$ cat src/rtl/shift_register_univ.sv
// Universal WIDTH-bit register: hold, load, logical shift, rotate, clear, plus a saturating shift counter.
// Latency: one clock; the result of the operation sampled at an edge is on q right after that edge.
// Backpressure: none; en=0 freezes all state regardless of mode.
module shift_register_univ #(
  parameter int               WIDTH       = 8,
  parameter logic [WIDTH-1:0] RESET_VALUE = '0,
  localparam int              CW          = $clog2(WIDTH + 1)
) (
  input  logic             clk,
  input  logic             rst,
  input  logic             en,
  input  logic [2:0]       mode,
  input  logic [WIDTH-1:0] d,
  input  logic             sin_l,
  input  logic             sin_r,
  output logic [WIDTH-1:0] q,
  output logic             sout_msb,
  output logic             sout_lsb,
  output logic [CW-1:0]    shift_cnt,
  output logic             drained
);

  typedef enum logic [2:0] {
    MODE_HOLD = 3'b000,
    MODE_LOAD = 3'b001,
    MODE_SHL  = 3'b010,
    MODE_SHR  = 3'b011,
    MODE_ROL  = 3'b100,
    MODE_ROR  = 3'b101,
    MODE_CLR  = 3'b110,
    MODE_RSVD = 3'b111
  } mode_e;

  localparam logic [CW-1:0] CNT_MAX = CW'(WIDTH);

  logic [WIDTH-1:0] q_next;
  logic [CW-1:0]    cnt_next;
  logic             is_shift;

  // Next-state select: each mode only looks at the inputs it actually uses,
  // so an undriven sin_l/sin_r/d cannot leak into q under other modes.
  always_comb begin
    q_next   = q;
    cnt_next = shift_cnt;
    is_shift = 1'b0;
    if (en) begin
      case (mode_e'(mode))
        MODE_LOAD: begin
          q_next   = d;
          cnt_next = '0;
        end
        MODE_SHL: begin
          q_next   = {q[WIDTH-2:0], sin_l};
          is_shift = 1'b1;
        end
        MODE_SHR: begin
          q_next   = {sin_r, q[WIDTH-1:1]};
          is_shift = 1'b1;
        end
        MODE_ROL: begin
          q_next   = {q[WIDTH-2:0], q[WIDTH-1]};
          is_shift = 1'b1;
        end
        MODE_ROR: begin
          q_next   = {q[0], q[WIDTH-1:1]};
          is_shift = 1'b1;
        end
        MODE_CLR: begin
          // Clear goes to all-zeros, deliberately distinct from RESET_VALUE.
          q_next   = '0;
          cnt_next = '0;
        end
        default: begin
          // HOLD and the reserved encoding keep the current state.
          q_next   = q;
          cnt_next = shift_cnt;
        end
      endcase
      // Counter saturates at WIDTH so drained stays up until a load/clear/reset.
      if (is_shift && (shift_cnt != CNT_MAX)) begin
        cnt_next = shift_cnt + CW'(1);
      end
    end
  end

  // State register; synchronous reset overrides any pending operation.
  always_ff @(posedge clk) begin
    if (rst) begin
      q         <= RESET_VALUE;
      shift_cnt <= '0;
    end else begin
      q         <= q_next;
      shift_cnt <= cnt_next;
    end
  end

  assign sout_msb = q[WIDTH-1];
  assign sout_lsb = q[0];
  assign drained  = (shift_cnt == CNT_MAX);

endmodule

$ cat config.mk
export PLATFORM = sky130hd
export DESIGN_NAME = shift_register_univ
export DESIGN_NICKNAME = d
export VERILOG_FILES = /design/src/rtl/shift_register_univ.sv
export SDC_FILE = /design/constraint.sdc
export NUM_CORES = 1
export LEC_CHECK = 0
export ABC_AREA = 1
export BUFFER_PORTS_ARGS = -buffer_cell sky130_fd_sc_hd__buf_2
export CAP_MARGIN = 30
export CORE_MARGIN = 10
export CORE_UTILIZATION = 48
export DETAILED_ROUTE_END_ITERATION = 8
export HOLD_SLACK_MARGIN = 0.06
export PLACE_DENSITY = 0.82
export SETUP_SLACK_MARGIN = 0.3
export SLEW_MARGIN = 5
export SYNTH_ARGS = -nofsm -noshare
export SYNTH_HDL_FRONTEND = slang
export SYNTH_SLANG_ARGS = --single-unit
$ cat constraint.sdc
create_clock -name clk -period 1.6 [get_ports clk]
set_input_delay 0.32 -clock clk [delete_from_list [all_inputs] [get_ports clk]]
set_output_delay 0.32 -clock clk [all_outputs]
set_load 0.02 [all_outputs]
== Word-level counts from Yosys, hierarchy flattened ==
Cells that the tools add are included.

* Logic and storage cells: 23
* Bits of input ports: 16
* Flip-flop bits (word level): 12
* Output and inout bits: 15

* Add/subtract/negate cells: 1
* Muxes and demuxes: 5
* Eq/ne operators: 8
* Reduce and logical (&&, ||, !) cells: 7

{| class="wikitable"
|+ Operator list
! cell !! number
|-
| $pmux W8 S6 || 1
|-
| $eq A3 B3 Y1 const B || 3
|-
| $mux W4 || 2
|-
| $eq A3 B2 Y1 const B || 2
|-
| $reduce_bool A6 Y1 || 1
|-
| $add A4 B1 Y4 const B || 1
|-
| $eq A4 B4 Y1 const B || 1
|-
| $ne A4 B4 Y1 const B || 1
|-
| $reduce_and A2 Y1 || 2
|-
| $reduce_or A4 Y1 || 1
|-
| $eq A3 B1 Y1 const B || 1
|-
| $mux W1 || 2
|-
| $reduce_bool A2 Y1 || 1
|-
| $reduce_or A2 Y1 || 1
|-
| $logic_and A1 B1 Y1 || 1
|}

== Depth between registers and ports, before layout ==
* Depth after elaboration: 7
* Mapped depth: 9
* Depth with buffers taken out: 8

== Worst setup path after synthesis ==
OpenSTA, ideal clock, no wires.

* Kind: reg-to-reg
* Start: register shift_cnt[0]
* End: register shift_cnt[3]
* Path slack: 0.163 ns
* Clock period less this slack: 1.437 ns
* Arrival: 1.321 ns
* Stages on the path, launching flop included: 9
* Data required time: 1.483 ns
* Cells stage by stage: dfxtp_1 inv_1 ha_1 nand3_1 nand3_1 nand2_1 nand2_1 nand2_1 a21oi_1

* Longest elaborated chain between the ends: 4
* Elaborated cells between the ends (all ways): 6
* Classes of those cells: 1 x add/sub; 1 x eq/ne; 1 x mux; 3 x reduce/logical

{| class="wikitable"
|+ Ends and longest elaborated chain
! item !! line !! RTL
|-
| start: declaration || 19 || <nowiki>output logic [CW-1:0] shift_cnt,</nowiki>
|-
| start signal: assignment || 93 || <nowiki>shift_cnt <= cnt_next;</nowiki>
|-
| branches (longest 4 deep; another with $add A4 B1 Y4) || n/a ||
|}

Parallel ways; which one is timed is not known.
A chain may end at the register's enable or synchronous reset.

== Final worst setup path ==
* Start: register shift_cnt[0]
* End: output drained

* Longest elaborated chain between the ends: 1

{| class="wikitable"
|+ Ends and longest elaborated chain
! item !! line !! RTL
|-
| $eq A4 B4 Y1 || 99 || <nowiki>assign drained = (shift_cnt == CNT_MAX);</nowiki>
|-
| end: declaration || 20 || <nowiki>output logic drained</nowiki>
|}

No other way between the ends.

==> out/qor.yml <==
yosys-top-cells-count: "nand2_1 (41), nand3_1 (24), nor2_1 (19)"
maxCapViolations: 0
portBuffers: 30
async_reset_ff_share_pct: 0
nNetsFinal: 194
drcViolationCount: 0
fin_crit_sh_pct: 87.7
yosysTopAreaCell: "dfxtp_1"
drt_pass1_iterations: 4
crit_fanout: 4
gr-usage-all-layers_pct: 13.1
antenna_cells: 0
met2_usage_pct: 24.1
hp-class: "input port to flop"
drtIter0Drc: 43
synth_area_sq_um: 867
power_density_nw_per_um2: 752
fin_crit_ps: 1400
syn-mean-instance-area_sq_um: 6.06
fin_setup_tns_ps: 0
initial_core_util_pct: 50.2
clock_sinks: 12
setup_viol: 0
die_area_sq_um: 3910
vias_per_cell: 5.10
cp_cell_sequence: "inv_4 -> ha_4 -> nand3_4 -> inv_2 -> buf_6"
syn_inst: 143
yosysMostFrequentCell: "nand2_1"
path_buf_inv: 3
layout-drive-gt1-share_pct: 29.1
placedCellCount: 194
synth_edf_count: 0
use_met1_pct: 13.9
clockBufferDepth: 2
coreArea_sq_um: 1730
peakVddDrop_mv: 0.495
synth.distinct_cells: 18
yosysWarnings: 0
tightestPinTransition_ps: 369
clk_latency_ps: 280
synthFlopType: "dfxtp_1"
synth_seq_area_share_pct: 27.7
skew_ps: 3.96
rsz0062_at_grt: "true"
wl_mm: 2.60
crit_path_end_kind: "output pin"
critical_path.top_delay_family: "flip-flops"
grt_pass1_wl_mm: 4.31
cts_tree: "done"
syn_nets: 161
crit_path_start_kind: "flop"
hpwl_mm: 1.92
clockRootBuffer: "clkbuf_4"
cts-buffers-inserted: 3
path_clk_slew_ps: 90
critPathKind: "flop to output pin"
fmax_mhz: 712
grt_pass1_vias: 978
synth_area_leaders: "dfxtp_1 (28%), nand2_1 (18%), nand3_1 (14%), nor2_1 (8.2%), inv_1 (7.8%)"
fin_cells: 200
syn2layout_area_growth_pct: 28.4
max_stage_delay_ps: 360
place_congestion: 0.828
die_w_um: 62.5
vias: 1019
hold_buffers: 0
cp.arrival_ps: 1080
p_total_w: 0.000837
yosys.area.top_type_share_pct: 27.7
power.leakage_nw: 0.578
status: "finished, final reports clean"
rows: 15
whs_ps: 238
antenna_found_initial: 0
htree_num_levels: 1
grtUsageMet3_pct: 3.76
finalHoldViolations: 0
wire_per_inst_um: 13.0
required_ps: 1280
synth_seq_cells: 12
die_y_um: 62.5
cp_slowest_cell: "dfxtp_4"
relSlewSlack_pct: 75.3
grt_max_degree: 15
maxSlewViolCount: 0
top_usage_layer: "met2"
final_antenna_net_count: 0
grt_remaining_overflow: 0
io_pins: 31
[through the flow]
| step | utilization, % | setup slack (ps) | cell area [sq um] |
|---|---|---|---|
| after floorplan | - | 312 | 872 |
| after global routing | 64.5 | 154 | 1110 |
| final | 64.5 | 196 | 1110 |
| after detailed placement | 59.1 | 135 | 1020 |
| after CTS | 64.3 | 203 | 1110 |
| after global placement | 59.1 | 129 | 1020 |
[layer usage]
layer	part of all wire (%)	up-vias
met5	0	-
met4	2.3	0
met3	6.4	11
met2	50	44
met1	41	449
li1	-	515
[final timing paths]
kind / start / end / cells past startpoint / slack, ps
setup / recovery: shift_cnt[0]$_SDFFE_PP0P_ / drained / 5 / 200
hold / removal: rst / shift_cnt[2]$_SDFFE_PP0P_ / 2 / 240
setup reg to reg: shift_cnt[0]$_SDFFE_PP0P_ / shift_cnt[3]$_SDFFE_PP0P_ / 8 / 360
hold reg to reg: shift_cnt[2]$_SDFFE_PP0P_ / shift_cnt[2]$_SDFFE_PP0P_ / 2 / 510
[registers in the layout, summed over array words and instances, names as in the netlist]
| register | cells |
|---|---|
| q | 8 |
| shift_cnt | 4 |
[area by class of cell]
class                           instances  area, sq um
Tap cell                               25         31.3
Multi-Input combinational cell        107          542
Clock buffer                            4         36.3
Timing Repair Buffer                   33          179
Inverter                               19         76.3
Fill cell                             182          613
Sequential cell                        12          249
[logic make-up after synthesis]
| logic type | synth area share, % |
|---|---|
| fa+ha+maj | 2.89 |
| flops | 27.7 |
| buf+inv | 13.0 |
| xor+xnor | 1.01 |
| compound gates | 9.38 |
| simple gates | 46.0 |
[placed cells by master, fill, tap and decap left out, types with 2 or more instances in the layout]
master    synthesis  layout
nand2_1          41      40
buf_2             0      29
nand3_1          24      23
nor2_1           19      19
inv_1            18      15
o21ai_0           9       9
dfxtp_1          12       9
a21oi_1           4       4
nand4_1           3       3
clkbuf_4          0       3
buf_4             2       3
inv_4             0       2
nand3_4           1       2
inv_2             1       2
dfxtp_4           0       2
[power breakdown]
group          internal (W)  total (W)  leakage [nW]  switching, W
registers          0.000318   0.000334         0.100     0.0000163
logic             0.0000861   0.000244         0.456      0.000158
clock network      0.000139   0.000259        0.0210      0.000121
total              0.000543   0.000837         0.578      0.000295
[repair_timing]
item                                    in CTS  in global routing
pin swaps                                    2                  1
setup buffers                                2                  0
endpoints found under the setup margin       5                  5
gates resized for setup                     13                  1
Note: power is estimated with default switching activity, not from simulation.
